### src/rtl/vram_rect_fill.sv
// rtl/vram_rect_fill.sv - rectangle-fill engine driving VRAM port A, CPU writes muxed in with priority
module vram_rect_fill #(
  parameter int H_RES  = 160,
  parameter int V_RES  = 120,
  parameter int ADDR_W = 15,
  parameter int DATA_W = 8
) (
  input  logic              clk,
  input  logic              rst,
  input  logic              cmd_we,
  input  logic [1:0]        cmd_sel,
  input  logic [31:0]       cmd_data,
  input  logic              cpu_vram_we,
  input  logic [ADDR_W-1:0] cpu_vram_addr,
  input  logic [DATA_W-1:0] cpu_vram_data,
  output logic              data_vram_we,
  output logic [ADDR_W-1:0] vram_waddr,
  output logic [DATA_W-1:0] vram_data_in,
  output logic              busy,
  output logic              done_pulse,
  output logic [31:0]       status_out
);

  typedef enum logic [1:0] {S_IDLE, S_INIT, S_FILL, S_DONE} state_t;

  state_t              state_q;
  logic [7:0]          x0_q, y0_q, w_q, h_q;
  logic [DATA_W-1:0]   color_q;
  logic [7:0]          xoff_q, xlast_q, row_q, ylast_q;
  logic [ADDR_W-1:0]   row_base_q;
  logic                busy_q, done_pulse_q, done_sticky_q, aborted_q;

  // Command decode; abort outranks start when both bits are set.
  logic ctrl_wr, abort_cmd, start_cmd;
  assign ctrl_wr   = cmd_we && (cmd_sel == 2'd3);
  assign abort_cmd = ctrl_wr && cmd_data[1];
  assign start_cmd = ctrl_wr && cmd_data[0] && !cmd_data[1];

  // Only the low 16 bits of the command word carry fields.
  logic unused_cmd_bits;
  assign unused_cmd_bits = ^cmd_data[31:16];

  // Clipped rectangle bounds, evaluated while in INIT (registers are frozen while busy).
  logic [8:0]        x_end, y_end, x1, y1;
  logic              empty_rect;
  logic [ADDR_W-1:0] row_start;

  assign x_end = {1'b0, x0_q} + {1'b0, w_q};
  assign y_end = {1'b0, y0_q} + {1'b0, h_q};
  assign x1    = (x_end > 9'(H_RES)) ? 9'(H_RES) : x_end;
  assign y1    = (y_end > 9'(V_RES)) ? 9'(V_RES) : y_end;
  assign empty_rect = (w_q == 8'd0) || (h_q == 8'd0) ||
                      ({1'b0, x0_q} >= 9'(H_RES)) || ({1'b0, y0_q} >= 9'(V_RES));
  // y0*160 built as y0*128 + y0*32 so no multiplier is needed.
  assign row_start = (ADDR_W'(y0_q) << 7) + (ADDR_W'(y0_q) << 5) + ADDR_W'(x0_q);

  // Engine owns port A only in FILL, and never in the cycle an abort arrives.
  logic eng_we;
  assign eng_we = (state_q == S_FILL) && !abort_cmd;

  // Port A mux: a CPU write always wins, otherwise the engine pixel, otherwise idle zeros.
  always_comb begin
    data_vram_we = 1'b0;
    vram_waddr   = '0;
    vram_data_in = '0;
    if (cpu_vram_we) begin
      data_vram_we = 1'b1;
      vram_waddr   = cpu_vram_addr;
      vram_data_in = cpu_vram_data;
    end else if (eng_we) begin
      data_vram_we = 1'b1;
      vram_waddr   = row_base_q + ADDR_W'(xoff_q);
      vram_data_in = color_q;
    end
  end

  assign busy       = busy_q;
  assign done_pulse = done_pulse_q;
  assign status_out = {29'b0, aborted_q, done_sticky_q, busy_q};

  // Register file, fill FSM, pixel counters and registered status flags.
  always_ff @(posedge clk) begin
    if (rst) begin
      state_q       <= S_IDLE;
      x0_q          <= '0;
      y0_q          <= '0;
      w_q           <= '0;
      h_q           <= '0;
      color_q       <= '0;
      xoff_q        <= '0;
      xlast_q       <= '0;
      row_q         <= '0;
      ylast_q       <= '0;
      row_base_q    <= '0;
      busy_q        <= 1'b0;
      done_pulse_q  <= 1'b0;
      done_sticky_q <= 1'b0;
      aborted_q     <= 1'b0;
    end else begin
      done_pulse_q <= 1'b0;

      if (cmd_we && !busy_q) begin
        case (cmd_sel)
          2'd0: begin x0_q <= cmd_data[7:0]; y0_q <= cmd_data[15:8]; end
          2'd1: begin w_q  <= cmd_data[7:0]; h_q  <= cmd_data[15:8]; end
          2'd2: color_q <= cmd_data[DATA_W-1:0];
          default: ;
        endcase
      end

      case (state_q)
        S_IDLE, S_DONE: begin
          if (start_cmd) begin
            state_q       <= S_INIT;
            busy_q        <= 1'b1;
            done_sticky_q <= 1'b0;
            aborted_q     <= 1'b0;
          end else begin
            state_q <= S_IDLE;
          end
        end
        S_INIT: begin
          if (abort_cmd) begin
            state_q   <= S_IDLE;
            busy_q    <= 1'b0;
            aborted_q <= 1'b1;
          end else if (empty_rect) begin
            state_q       <= S_DONE;
            busy_q        <= 1'b0;
            done_pulse_q  <= 1'b1;
            done_sticky_q <= 1'b1;
          end else begin
            state_q    <= S_FILL;
            row_base_q <= row_start;
            xoff_q     <= '0;
            xlast_q    <= 8'(x1 - {1'b0, x0_q} - 9'd1);
            row_q      <= y0_q;
            ylast_q    <= 8'(y1 - 9'd1);
          end
        end
        S_FILL: begin
          if (abort_cmd) begin
            state_q   <= S_IDLE;
            busy_q    <= 1'b0;
            aborted_q <= 1'b1;
          end else if (!cpu_vram_we) begin
            if (xoff_q == xlast_q) begin
              if (row_q == ylast_q) begin
                state_q       <= S_DONE;
                busy_q        <= 1'b0;
                done_pulse_q  <= 1'b1;
                done_sticky_q <= 1'b1;
              end else begin
                xoff_q     <= '0;
                row_base_q <= row_base_q + ADDR_W'(H_RES);
                row_q      <= row_q + 8'd1;
              end
            end else begin
              xoff_q <= xoff_q + 8'd1;
            end
          end
        end
        default: state_q <= S_IDLE;
      endcase
    end
  end

endmodule
### config.mk
export PLATFORM = sky130hd
export DESIGN_NAME = vram_rect_fill
export DESIGN_NICKNAME = d
export VERILOG_FILES = /design/src/rtl/vram_rect_fill.sv
export SDC_FILE = /design/constraint.sdc
export NUM_CORES = 1
export LEC_CHECK = 0
export CAP_MARGIN = 10
export CORE_MARGIN = 2
export CORE_UTILIZATION = 54
export DETAILED_ROUTE_END_ITERATION = 7
export PLACE_DENSITY = 0.92
export SLEW_MARGIN = 20
export SYNTH_ARGS = -nofsm -noshare
export SYNTH_HDL_FRONTEND = slang
export SYNTH_SLANG_ARGS = --single-unit
export TNS_END_PERCENT = 50
### constraint.sdc
create_clock -name clk -period 4.75 [get_ports clk]
set_input_delay 0.95 -clock clk [delete_from_list [all_inputs] [get_ports clk]]
set_output_delay 0.95 -clock clk [all_outputs]
set_load 0.05 [all_outputs]
==> out/summary.txt <==
Finished Cell Area: 7920 um2
Die Area: 13,400 um2
synth unique cells: 70
H-tree depth: 3
fillers: 998
DIE HEIGHT: 116 um
cell taking the most area after synthesis: dfxtp_1
# IOs: 119
post-route setup TNS: 0 ps
Clock Skew: 9.59 ps
Hold Vio Cnt, Final: 0
synthesis-stage register bit count: 93
GRT Total Usage: 24.6%
Final Cycle Share: 90.5%
number of DRC markers in iteration 0: 457
clock tree buffer depth: 2
global-route met1 utilization: 29.7%
top-count cell post-synth: nand2_1
max incr delay on CP: 430 ps
top post-synthesis cells by area: dfxtp_1, ha_1, nand2_1
fin crit period: 4300 ps
nets@finish: 1,033
1st-pass router iterations: 5
final setup margin: 450 ps
Post-synth top flop: dfxtp_1
final hold slack: 470 ps
Syn Area/Cell: 7.80 um2
Buffers on Ports: 73
# Max-Cap Violations: 0
slowest cell on the critical path: fa_1
multi-input gate area in the final layout: 4440 um2
most crowded layer after global routing: met2
status: finished clean
met3 Use GR: 4.34%
Yosys top cell area share: 27.7%
Crit Path Max Fanout: 6
CTS tree: yes
Core Box Area: 12,100 um2
Num Clock Sinks: 93
initial antenna violation count: 0
RSZ-0062 raised after global routing: no
Async SR Flop Fraction: 0%
number of synthesized flops with an enable pin: 0
Worst setup EP type: flop
layout cells sized above 1: 7.73%
Final Setup Violations: 0
Worst-path clk slew: 70 ps
GP Congestion: 0.889
Synth Cell Area: 6720 um2
worst skew pair latency: 360 ps
dpl ws: 339 ps
Post-synth top cells: nand2_1, dfxtp_1, a21oi_1
DP Area: 7570 um2
Syn Inst Count: 862
Critical Path RT: 4960 ps
Vias/cell: 5.76
vias: 6,259
CP Launch Type: flop
Max Freq: 233 MHz
CP Cell Sequence: ha_1, fa_1, a211oi_1, o21bai_1, a21oi_1, nor4b_1, a21oi_1, o21ai_2, and2_1, ha_1, inv_1, fa_1, nor2b_1, o21ai_0, a21boi_0, o21ai_0, and4b_1, a221oi_1, nor2_1
antenna viol nets, final: 0
final WL: 16,300 um
critical path class: flop to flop
met2 usage: 41.8%
first-pass GRT wire length: 26,300 um
routed len/inst: 15.0 um
pin count of the biggest net entering global routing: 87
gr ovfl total: 0
Slew HR: 39.2%
vias in the first global route: 5,902
initial core utilization: 55.7%
CP arrival: 4510 ps
yosys warns: 0
placement row count: 40
Residual DRC: 0
final max-slew violation count: 0
Die Width: 116 um
Worst Hold Class: flop to flop
Peak VDD IR: 0.000209 V
Num CTS Buffers: 9
synthesis-to-layout area growth: 17.8%
Worst-Margin Slew: 913 ps
Seq. cell area: 1860 um2
hpwl dp: 12,100 um
Ant. Diodes: 0
cts hold-fix bufs: 0
P_leak: 0.00318 uW
P per Cell Area: 258 nW/um2
Root Driver: clkbuf_16
register area share after synthesis: 27.7%
-- cells in the final DEF, fill, tap and decap left out, drive strengths merged, types with 7 or more instances in the layout --
cell	instances
nor2	77
nand2b	10
ha	52
a21o	8
o21ai	43
xor2	22
nor3	19
and3	7
inv	29
a21oi	84
clkdlybuf4s50	49
clkbuf	10
nor4	11
buf	34
mux2i	17
nor2b	7
conb	29
nand2	135
a211oi	16
nand3	17
nand4	14
xnor2	34
dfxtp	93
-- layer usage --
| metal | wire length [um] | share of wire (%) |
|---|---|---|
| met2 | 7820 | 48 |
| met5 | 0 | 0 |
| met4 | 553 | 3.4 |
| met1 | 6730 | 41 |
| met3 | 1240 | 7.6 |
-- critical path, delay by kind of cell (launching register included) --
family / cells / cell delay [ps]
AOI/OAI and AO/OA: 9 / 1670
adders and majority gates: 4 / 1200
buffers and inverters: 1 / 50
DFF: 1 / 330
and+or+nand+nor: 5 / 900
-- state kept, by name (all words and copies together) (netlist names) --
name and cells:
h_q 8, w_q 8, row_q 8, state_q 2
y0_q 8, done_pulse 1, done_sticky_q 1, row_base_q 15
color_q 8, aborted_q 1, xlast_q 8, x0_q 8
ylast_q 8, busy 1, xoff_q 8
-- worst paths after layout --
path	startpoint	to	slack, ps	cells after the start
max	w_q[0]$_SDFFE_PP0P_	xlast_q[6]$_SDFFE_PP0P_	450	19
min	ylast_q[3]$_SDFFE_PP0P_	ylast_q[3]$_SDFFE_PP0P_	470	2
max reg2reg	w_q[0]$_SDFFE_PP0P_	xlast_q[6]$_SDFFE_PP0P_	450	19
min reg2reg	ylast_q[3]$_SDFFE_PP0P_	ylast_q[3]$_SDFFE_PP0P_	470	2
-- final cells by class --
cell class	count	share of cell area (%)
Tap cell	168	2.66
Timing Repair Buffer	83	12.1
Sequential cell	93	23.5
Inverter	30	1.42
Clock buffer	10	2.89
Multi-Input combinational cell	697	56.0
Clock inverter	6	1.41
-- stage by stage --
step                total power, uW  util (%)  std cells
floorplan                      1120         -        890
global placement               1220      62.8       1071
detailed placement             1230      62.8       1071
CTS                            2040      65.6       1087
global route                   2110      65.6       1087
finish                         2040      65.6       1087
-- where the power goes --
group	total [uW]	switching, uW	internal, uW
registers	817	21.1	796
logic	399	245	154
clock network	825	310	514
total	2040	576	1460
-- cell families after synthesis --
kind of cell / count (synthesis) / synth area share [%]
buffers and inverters: 100 / 7.91
flip-flops: 93 / 27.7
adder cells (fa/ha/maj): 58 / 11.5
other: 1 / 0.0558
XOR/XNOR: 56 / 7.30
AO/OA/AOI/OAI: 212 / 20.4
AND/OR/NAND/NOR: 325 / 22.6
multiplexers: 17 / 2.53
-- repair_timing --
item / 4_1_cts / 5_1_grt
gates resized for setup: 0 / 2
setup buffers: 0 / 0
setup endpoints to repair: 0 / 1
Power figures use the tool's default switching activity.
